--- src/rtl/sseg_scan_ctrl.sv ---
// Time-multiplexed seven-segment scan controller: blanked slots, leading-zero
// suppression and a shadow/active register pair so frames never tear.
module sseg_scan_ctrl #(
  parameter int DIGITS      = 4,
  parameter int DIV         = 1000,
  parameter int ON_TICKS    = 15,
  parameter int BLANK_TICKS = 1,
  parameter int INV_DIG     = 1,
  parameter int LZS         = 1
) (
  input  logic                      clk,
  input  logic                      rst_n,
  input  logic                      en,
  input  logic                      load,
  input  logic [4*DIGITS-1:0]       data,
  input  logic [DIGITS-1:0]         dp_in,
  input  logic [DIGITS-1:0]         blank_mask,
  output logic                      load_ack,
  output logic [3:0]                num,
  output logic                      dp,
  output logic [DIGITS-1:0]         dig,
  output logic [$clog2(DIGITS)-1:0] digit_idx,
  output logic                      frame_done
);
  localparam int IW   = $clog2(DIGITS);
  localparam int PW   = $clog2(DIV);
  localparam int MAXT = (ON_TICKS > BLANK_TICKS) ? ON_TICKS : BLANK_TICKS;
  localparam int TW   = $clog2(MAXT + 1);

  localparam logic [PW-1:0]     DIV_LAST   = PW'(DIV - 1);
  localparam logic [TW-1:0]     ON_LAST    = TW'(ON_TICKS - 1);
  localparam logic [TW-1:0]     BLANK_LAST = TW'(BLANK_TICKS - 1);
  localparam logic [IW-1:0]     IDX_LAST   = IW'(DIGITS - 1);
  localparam logic [DIGITS-1:0] DIG_OFF    = (INV_DIG != 0) ? {DIGITS{1'b1}} : {DIGITS{1'b0}};

  typedef enum logic {S_BLANK, S_ON} state_t;

  state_t                state_q, state_d;
  logic [PW-1:0]         cnt_q, cnt_d;
  logic [TW-1:0]         tcnt_q, tcnt_d;
  logic [IW-1:0]         idx_q, idx_d;
  logic [4*DIGITS-1:0]   act_data_q, act_data_d, sh_data_q, sh_data_d;
  logic [DIGITS-1:0]     act_dp_q, act_dp_d, sh_dp_q, sh_dp_d;
  logic [DIGITS-1:0]     act_mask_q, act_mask_d, sh_mask_q, sh_mask_d;
  logic                  pend_q, pend_d;
  logic [3:0]            num_q, num_d;
  logic                  dp_q, dp_d;
  logic [DIGITS-1:0]     dig_q, dig_d;
  logic [DIGITS-1:0]     supp_d;
  logic                  tick, boundary, commit;

  // A digit is dark when masked, or when it and every more significant nibble
  // are zero; digit 0 always shows so a zero value still reads "0".
  function automatic logic [DIGITS-1:0] suppressed(input logic [4*DIGITS-1:0] d,
                                                   input logic [DIGITS-1:0]   m);
    logic zero_above;
    suppressed = m;
    zero_above = 1'b1;
    for (int k = DIGITS - 1; k > 0; k--) begin
      zero_above = zero_above & (d[4*k +: 4] == 4'd0);
      if ((LZS != 0) && zero_above) suppressed[k] = 1'b1;
    end
  endfunction

  always_comb begin
    tick     = (cnt_q == DIV_LAST);
    boundary = en && tick && (state_q == S_ON) && (tcnt_q == ON_LAST) && (idx_q == IDX_LAST);
    commit   = boundary && (pend_q || load);

    cnt_d   = tick ? '0 : cnt_q + 1'b1;
    state_d = state_q;
    tcnt_d  = tcnt_q;
    idx_d   = idx_q;
    if (tick) begin
      case (state_q)
        S_BLANK: begin
          if (tcnt_q == BLANK_LAST) begin
            state_d = S_ON;
            tcnt_d  = '0;
          end else begin
            tcnt_d = tcnt_q + 1'b1;
          end
        end
        default: begin
          if (tcnt_q == ON_LAST) begin
            state_d = S_BLANK;
            tcnt_d  = '0;
            idx_d   = (idx_q == IDX_LAST) ? '0 : idx_q + 1'b1;
          end else begin
            tcnt_d = tcnt_q + 1'b1;
          end
        end
      endcase
    end
    if (!en) begin
      cnt_d   = '0;
      tcnt_d  = '0;
      idx_d   = '0;
      state_d = S_BLANK;
    end

    // Shadow capture keeps running while scanning is stopped; only a frame
    // boundary may move it into the displayed set.
    sh_data_d = sh_data_q;
    sh_dp_d   = sh_dp_q;
    sh_mask_d = sh_mask_q;
    if (load) begin
      sh_data_d = data;
      sh_dp_d   = dp_in;
      sh_mask_d = blank_mask;
    end
    pend_d = (pend_q || load) && !commit;

    act_data_d = act_data_q;
    act_dp_d   = act_dp_q;
    act_mask_d = act_mask_q;
    if (commit) begin
      act_data_d = sh_data_d;
      act_dp_d   = sh_dp_d;
      act_mask_d = sh_mask_d;
    end

    // Outputs are computed from next-cycle state so num/dp change exactly at
    // the start of a slot and hold for its whole duration.
    supp_d = suppressed(act_data_d, act_mask_d);
    num_d  = act_data_d[4*idx_d +: 4];
    dp_d   = act_dp_d[idx_d];
    dig_d  = DIG_OFF;
    if ((state_d == S_ON) && !supp_d[idx_d]) dig_d = DIG_OFF ^ (DIGITS'(1) << idx_d);
  end

  always_ff @(posedge clk or negedge rst_n) begin
    if (!rst_n) begin
      state_q    <= S_BLANK;
      cnt_q      <= '0;
      tcnt_q     <= '0;
      idx_q      <= '0;
      act_data_q <= '0;
      act_dp_q   <= '0;
      act_mask_q <= '0;
      sh_data_q  <= '0;
      sh_dp_q    <= '0;
      sh_mask_q  <= '0;
      pend_q     <= 1'b0;
      num_q      <= 4'd0;
      dp_q       <= 1'b0;
      dig_q      <= DIG_OFF;
    end else begin
      state_q    <= state_d;
      cnt_q      <= cnt_d;
      tcnt_q     <= tcnt_d;
      idx_q      <= idx_d;
      act_data_q <= act_data_d;
      act_dp_q   <= act_dp_d;
      act_mask_q <= act_mask_d;
      sh_data_q  <= sh_data_d;
      sh_dp_q    <= sh_dp_d;
      sh_mask_q  <= sh_mask_d;
      pend_q     <= pend_d;
      num_q      <= num_d;
      dp_q       <= dp_d;
      dig_q      <= dig_d;
    end
  end

  assign num        = num_q;
  assign dp         = dp_q;
  assign dig        = dig_q;
  assign digit_idx  = idx_q;
  assign frame_done = boundary;
  assign load_ack   = commit;

endmodule

--- config.mk ---
export PLATFORM = sky130hd
export DESIGN_NAME = sseg_scan_ctrl
export DESIGN_NICKNAME = d
export VERILOG_FILES = /design/src/rtl/sseg_scan_ctrl.sv
export SDC_FILE = /design/constraint.sdc
export NUM_CORES = 1
export LEC_CHECK = 0
export ABC_AREA = 1
export BUFFER_PORTS_ARGS = -buffer_cell sky130_fd_sc_hd__buf_2
export CORE_MARGIN = 2
export CORE_UTILIZATION = 29
export DETAILED_ROUTE_END_ITERATION = 7
export GPL_ROUTABILITY_DRIVEN = 1
export GPL_TIMING_DRIVEN = 0
export PLACE_DENSITY = 0.57
export REMOVE_ABC_BUFFERS = 1
export SYNTH_ARGS = -nofsm -noshare
export SYNTH_HDL_FRONTEND = slang
export SYNTH_SLANG_ARGS = --single-unit
--- constraint.sdc ---
create_clock -name clk -period 1.8 [get_ports clk]
set_input_delay 0.09 -clock clk [delete_from_list [all_inputs] [get_ports clk]]
set_output_delay 0.09 -clock clk [all_outputs]
set_load 0.02 [all_outputs]
==> key figures, run 1 <==
Status
  • Status: complete, but fails checks
  • Failing checks: setup timing

Timing
  • Worst Slack Setup Final: -0.293 ns
  • FMAX: 0.478 GHz
  • Final Hold Fails: 0
  • Unrepaired setup endpoints after global routing: yes
  • Worst Skew: 0.0100 ns
  • Setup violators final: 13
  • Final worst-path cycle share: 116%
  • Total negative slack: -2.38 ns
  • Worst-margin pin slew: 0.399 ns
  • Crit path time final: 2.09 ns
  • Slew margin rel.: 73.2%
  • Max-slew violations: 0

Pwr
  • Worst vdd ir: 446 uV
  • Final Power: 3.90 mW
  • Leak: 2.45 nW
  • Pwr/cell area: 810 nW/um^2

Place
  • Global placement routability congestion: 0.781
  • Dpl cells: 566
  • IO Port Bufs: 40
  • DP HPWL: 5.23 mm
  • Placement-stage cell area: 3850 um^2

Critical path
  • Top cell by count, worst path: inv_2
  • WP buf/inv: 5
  • Worst-path cell chain: inv_2 > ha_4 > nand2_4 > nor2_4 > buf_12 > nand3_4 > buf_4 > inv_2 > o21ai_2 > nand3_2 > inv_2 > nor2_4 > nand2_1 > o2111ai_1
  • CP startpoint: tcnt_q[0]
  • Critical Path Source Type: register
  • Crit path max-delay family: simple AND/OR/NAND/NOR gates
  • Crit-path slowest cell: dfrtp_1
  • Critical path arrival: 2.32 ns
  • Setup crit end kind: register
  • Max FO, Critical Path: 7
  • Levels on crit path: 14
  • Critical path class: reg -> reg
  • RR Startpoint: tcnt_q[0]
  • Largest stage delay on the critical path: 0.39 ns
  • Worst R2R Setup Slack: -0.29 ns
  • Data required, critical path: 2.03 ns
  • Worst Reg-to-Reg Cells: 14

Worst hold path
  • Hold path startpoint: blank_mask[3]
  • HP Class: in -> reg
  • Worst Hold Depth: 3

Final layout
  • Fin nets: 499
  • Share of cells above drive strength 1: 39.5%
  • Final Util: 40.4%
  • Fin area: 4810 um^2
  • Filler cells: 1183
  • Finished Layout Cells: 618
  • Ant diodes: 0
  • Area delta synth->final: 37.0%

Synthesis
  • Synth warn: 0
  • Area share of the leading cell type in the synthesized netlist: 50.6%
  • Synth cell count leaders: inv_1, nand2_1, dfrtp_1
  • Mapped Area: 3510 um^2
  • Post-synth top flop: dfrtp_1
  • Register area share after synthesis: 53.6%
  • Seq cells post-synth: 75
  • Asr flop ratio synth: 100%
  • Synth top area cells: dfrtp_1, inv_1, nand2_1
  • Top-count cell post-synth: inv_1
  • Avg Cell Area, Syn: 9.08 um^2
  • Number of flops mapped to enable cells by yosys: 0
  • Biggest area consumer among synthesized cells: dfrtp_1
  • Synth cell types: 36
  • Synth Instances: 387

CTS
  • H-Tree Level Count: 3
  • TritonCTS buffer count: 9
  • CTS tree: done
  • CTS Buffer Depth: 2
  • Clock sinks: 75
  • Worst skew pair latency: 0.34 ns
  • Worst-path clk slew: 0.06 ns
  • CTS Root Cell: clkbuf_16

Global routing
  • Initial antenna violation count: 0
  • Vias in the first global route: 2764
  • Largest net degree at the start of global routing: 55
  • First-pass GRT wire length: 13.6 mm
  • Global route overflow: 0
  • Tot GR Track Use: 13.7%

Floorplanning
  • Die Area: 13000 um^2
  • Die H: 114 um
  • Initial core utilization: 29.5%
  • I/O Pins: 41
  • Die extent in x: 114 um
  • Rows: 40
  • Core area: 11900 um^2

Drt
  • Drt first pass iters: 4
  • Antenna-violating nets left: 0
  • Routed wire length: 8.41 mm
  • Drt wl/cell: 13.6 um
  • Via/cell ratio: 4.52
  • DRC violations left: 0
  • Vias: 2795
  • 1st-iter DRT viols: 125

Run
  • Max-Cap Viols: 0
==> worst min-delay path: stages <==
cell and delay [ns]:
buf_2 0.08, mux2i_1 0.05, inv_1 0.09
==> cell families after synthesis <==
family	Yosys count	synth area share, %
adder cells (fa/ha/maj)	5	1.78
AND/OR/NAND/NOR	158	23.4
buffers and inverters	84	10.0
AO/OA/AOI/OAI	59	9.51
multiplexers	4	1.14
XOR/XNOR	2	0.499
flip-flops	75	53.6
==> through the flow <==
| stage | setup WS (ns) | hold slack, ns |
|---|---|---|
| floorplan | -0.224 | -0.206 |
| CTS | -0.244 | 0.00429 |
| finish | -0.293 | 0.0119 |
| global route | -0.427 | 0.0117 |
| detailed placement | -0.623 | 0.00873 |
| global placement | -0.599 | 0.325 |
==> flip-flops by register name, indices dropped and copies added (netlist names), 4 cells and up <==
| signal | flops |
|---|---|
| dig | 4 |
| act_data_q | 16 |
| sh_data_q | 16 |
| sh_dp_q | 4 |
| act_dp_q | 4 |
| tcnt_q | 4 |
| sh_mask_q | 4 |
| num | 4 |
| act_mask_q | 4 |
| cnt_q | 10 |
==> where the power goes <==
group	leakage (nW)	switching, mW	internal, mW	total, mW
logic	1.38	0.128	0.0792	0.207
registers	0.913	0.0164	1.74	1.76
clock network	0.157	0.677	1.25	1.93
total	2.45	0.821	3.07	3.90
==> worst paths after layout <==
path | endpoint
min in group asynchronous | cnt_q[3]
worst min-delay path | sh_mask_q[3]
worst max register to register | num[2]
worst min register to register | sh_data_q[2]
worst max-delay path | num[2]
max in group asynchronous | act_data_q[15]
==> timing repair <==
| item | 4_1_cts | 5_1_grt |
|---|---|---|
| gates cloned | 2 | 1 |
| resized for setup | 45 | 36 |
| endpoints found under the hold margin | 37 | 0 |
| pin swaps | 23 | 6 |
| buffers inserted | 20 | 8 |
| hold buffers | 5 | 0 |
| setup endpoints to repair | 39 | 33 |
==> layer usage <==
metal / vias up / global-route usage, % / routed length, um
li1: 1359 / - / -
met1: 1348 / 17.0 / 3650
met2: 70 / 22.1 / 4170
met3: 18 / 4.98 / 399
met4: 0 / 4.55 / 191
met5: - / 0 / 0
==> layout make-up <==
class                           instances  area [um^2]  share of cell area (%)
Clock buffer                           12          246                    5.12
Clock inverter                          4         73.8                    1.53
Inverter                               75          290                    6.03
Multi-Input combinational cell        229         1550                    32.1
Sequential cell                        75         1880                    39.1
Tap cell                              147          184                    3.82
Timing Repair Buffer                   75          582                    12.1
Timing Repair inverter                  1         7.51                   0.156
==> cells in the final DEF (no fill, tap or decap), types with 5 or more instances in the layout <==
cell type / instances
a21oi_1: 11
clkbuf_16: 9
or2_2: 23
nor2_4: 10
inv_2: 5
inv_1: 68
buf_2: 36
o21ai_2: 5
nand2_4: 8
nand3_1: 8
buf_4: 23
o21ai_0: 26
nand2_1: 55
nor2_1: 18
dlygate4sd3_1: 5
nand2_2: 18
dfrtp_1: 70
buf_6: 5
Power figures use the tool's default switching activity.
==> run 2, diff against run 1 <==
--- a/config.mk
+++ b/config.mk
@@ -8,11 +8,11 @@
 export ABC_AREA = 1
 export BUFFER_PORTS_ARGS = -buffer_cell sky130_fd_sc_hd__buf_2
 export CORE_MARGIN = 2
-export CORE_UTILIZATION = 29
+export CORE_UTILIZATION = 52
 export DETAILED_ROUTE_END_ITERATION = 7
 export GPL_ROUTABILITY_DRIVEN = 1
 export GPL_TIMING_DRIVEN = 0
-export PLACE_DENSITY = 0.57
+export PLACE_DENSITY = 0.85
 export REMOVE_ABC_BUFFERS = 1
 export SYNTH_ARGS = -nofsm -noshare
 export SYNTH_HDL_FRONTEND = slang
==> key figures, run 2 (synthesis results as in run 1) <==
Drt
  • Via/cell ratio: 5.31 (+17%)
  • Routed wire length: 9.07 mm (+7.9%)
  • Antenna-violating nets left: 0 (unchanged)
  • Vias: 2902 (+3.8%)
  • Drt first pass iters: 4 (unchanged)
  • Met3 wire length: 414 um (+3.8%)
  • DRC violations left: 0 (unchanged)
  • DRT met1 WL: 3.42 mm (-6.4%)
  • 1st-iter DRT viols: 285 (+130%)
  • Top sig layer: met4
  • Drt wl/cell: 16.6 um (+22%)
  • Met2 wire len: 4.92 mm (+18%)

Final layout
  • Filler cells: 448 (-62%)
  • Top Registers: act_data_q: 16 flops, sh_data_q: 16 flops, cnt_q: 10 flops
  • Share of cells above drive strength 1: 38.1% (-1.4 points)
  • Most common cell after layout, fill and taps aside: dfrtp_1
  • Fin area: 4560 um^2 (-5.3%)
  • Fin nets: 498 (-0.20%)
  • Commonest non-fill, non-tap cells in the layout: dfrtp_1, inv_1, nand2_1
  • Ant diodes: 0 (unchanged)
  • Area delta synth->final: 29.8%

Place
  • Pre-CTS setup slack: -0.623 ns (-0.000206 ns)
  • Global placement routability congestion: 0.796 (+1.9%)
  • Placement-stage cell area: 3740 um^2 (-3.0%)
  • DP HPWL: 4.78 mm (-8.5%)
  • IO Port Bufs: 40 (unchanged)

Floorplanning
  • Die extent in x: 86.2 um (-24%)
  • Initial core utilization: 54.4% (+25 points)
  • Die Area: 7430 um^2 (-43%)
  • Rows: 29 (-28%)
  • Core area: 6460 um^2 (-46%)
  • I/O Pins: 41 (unchanged)
  • Die H: 86.2 um (-24%)

Timing
  • Worst Skew: 0.00998 ns (-0.0000579 ns)
  • Final Hold Fails: 0 (unchanged)
  • Setup violators final: 13 (unchanged)
  • Slew margin rel.: 37.8% (-35 points)
  • Min Hold Slack: 0.0642 ns (+0.0523 ns)
  • Worst Slack Setup Final: -0.391 ns (-0.0980 ns)
  • Unrepaired setup endpoints after global routing: yes
  • Final worst-path cycle share: 122% (+5.4 points)
  • Worst-margin pin slew: 0.933 ns (+0.534 ns)
  • FMAX: 0.456 GHz (-4.5%)
  • Max-slew violations: 0 (unchanged)
  • Crit path time final: 2.19 ns (+0.0980 ns)

Status
  • Failing checks: setup timing
  • Status: complete, but fails checks

Pwr
  • Pwr/cell area: 712 nW/um^2 (-12%)
  • Leak: 2.38 nW (-3.0%)
  • Worst vdd ir: 591 uV (+33%)
  • Final Power: 3.25 mW (-17%)

Critical path
  • Max FO, Critical Path: 7 (unchanged)
  • Critical Path Source Type: register
  • RR Startpoint: tcnt_q[0]
  • Critical path class: reg -> reg
  • Setup crit end kind: register
  • CP startpoint: tcnt_q[0]
  • Critical path arrival: 2.46 ns (+0.14 ns)
  • Data required, critical path: 2.07 ns (+0.04 ns)

CTS
  • TritonCTS buffer count: 9 (unchanged)
  • Worst-path clk slew: 0.08 ns (+0.02 ns)
  • CTS Root Cell: clkbuf_8
  • CTS Buffer Depth: 2 (unchanged)
  • H-Tree Level Count: 3 (unchanged)
  • Clock sinks: 75 (unchanged)
  • CTS tree: done
  • Worst skew pair latency: 0.36 ns (+0.02 ns)

Run
  • Max-Cap Viols: 0 (unchanged)

Worst hold path
  • Hold path startpoint: data[9]
  • HP Class: in -> reg

Global routing
  • Largest net degree at the start of global routing: 76 (+38%)
  • First-pass GRT wire length: 14.4 mm (+6.2%)
  • Tot GR Track Use: 25.5% (+12 points)
  • Vias in the first global route: 3137 (+13%)
  • Initial antenna violation count: 0 (unchanged)
  • Global route overflow: 0 (unchanged)
[run 2: changes by cell type in the layout (fill, tap and decap cells not counted), sizes merged]
cell	change
bufinv	-1
nand2	+1
clkbuf	-2
clkinv	+2
inv	+1
dlygate4sd3	+1
buf	-1
clkinvlp	-2
[run 2: power by group]
part	internal (mW)	switching, mW
combinational	0.0812	0.121
clock	0.637	0.651
sequential	1.74	0.0183
[run 2: stage by stage]
step	std cells	util (%)	TNS, ns
2_1_floorplan	378	-	-0.961
3_3_place_gp	495	57.9	-7.03
3_5_place_dp	495	57.9	-9.37
4_1_cts	544	67.7	-1.81
5_1_grt	547	70.6	-3.92
6_report	547	70.6	-2.60
[run 2: per-layer routing]
| layer | up-vias | global-route usage (%) |
|---|---|---|
| li1 | 1355 | - |
| met1 | 1401 | 28.9 |
| met2 | 111 | 44.6 |
| met3 | 35 | 6.00 |
| met4 | 0 | 13.8 |
| met5 | - | 0 |
[run 2: worst max-delay path, cell delays in order, from the launching register on]
cell and delay (ns):
dfrtp_1 0.40, inv_2 0.09, ha_4 0.14, nand2_4 0.05, nor2_4 0.13, buf_6 0.13
nand3_4 0.10, buf_4 0.18, o211ai_4 0.25, buf_6 0.17, nor2_4 0.06, a21oi_2 0.24
nand3_2 0.15
[run 2: path summary, 6_finish.rpt]
kind / slack (ns) / depth (start not counted) / endpoint
min reg2reg: 0.48 / 2 / sh_mask_q[1]
min: 0.06 / 4 / sh_data_q[9]
max: -0.39 / 12 / dig[1]
max in group asynchronous: 0.74 / 2 / cnt_q[8]
max reg2reg: -0.39 / 12 / dig[1]
min in group asynchronous: 0.42 / 2 / cnt_q[5]
[run 2: repair_timing]
item                                    CTS  global route
gates cloned                              3             0
endpoints found under the setup margin   37            38
pin swaps                                23            19
hold buffers                              6             0
setup buffers                            24             6
resized for setup                        38            42
endpoints found under the hold margin    76             0
[run 2: layout make-up]
cell class                      instances  area (um^2)  area share [%]
Clock buffer                           11          131            2.88
Clock inverter                          5         53.8            1.18
Inverter                               75          287            6.29
Multi-Input combinational cell        230         1550            34.1
Sequential cell                        75         1880            41.3
Tap cell                               77         96.3            2.11
Timing Repair Buffer                   74          553            12.1
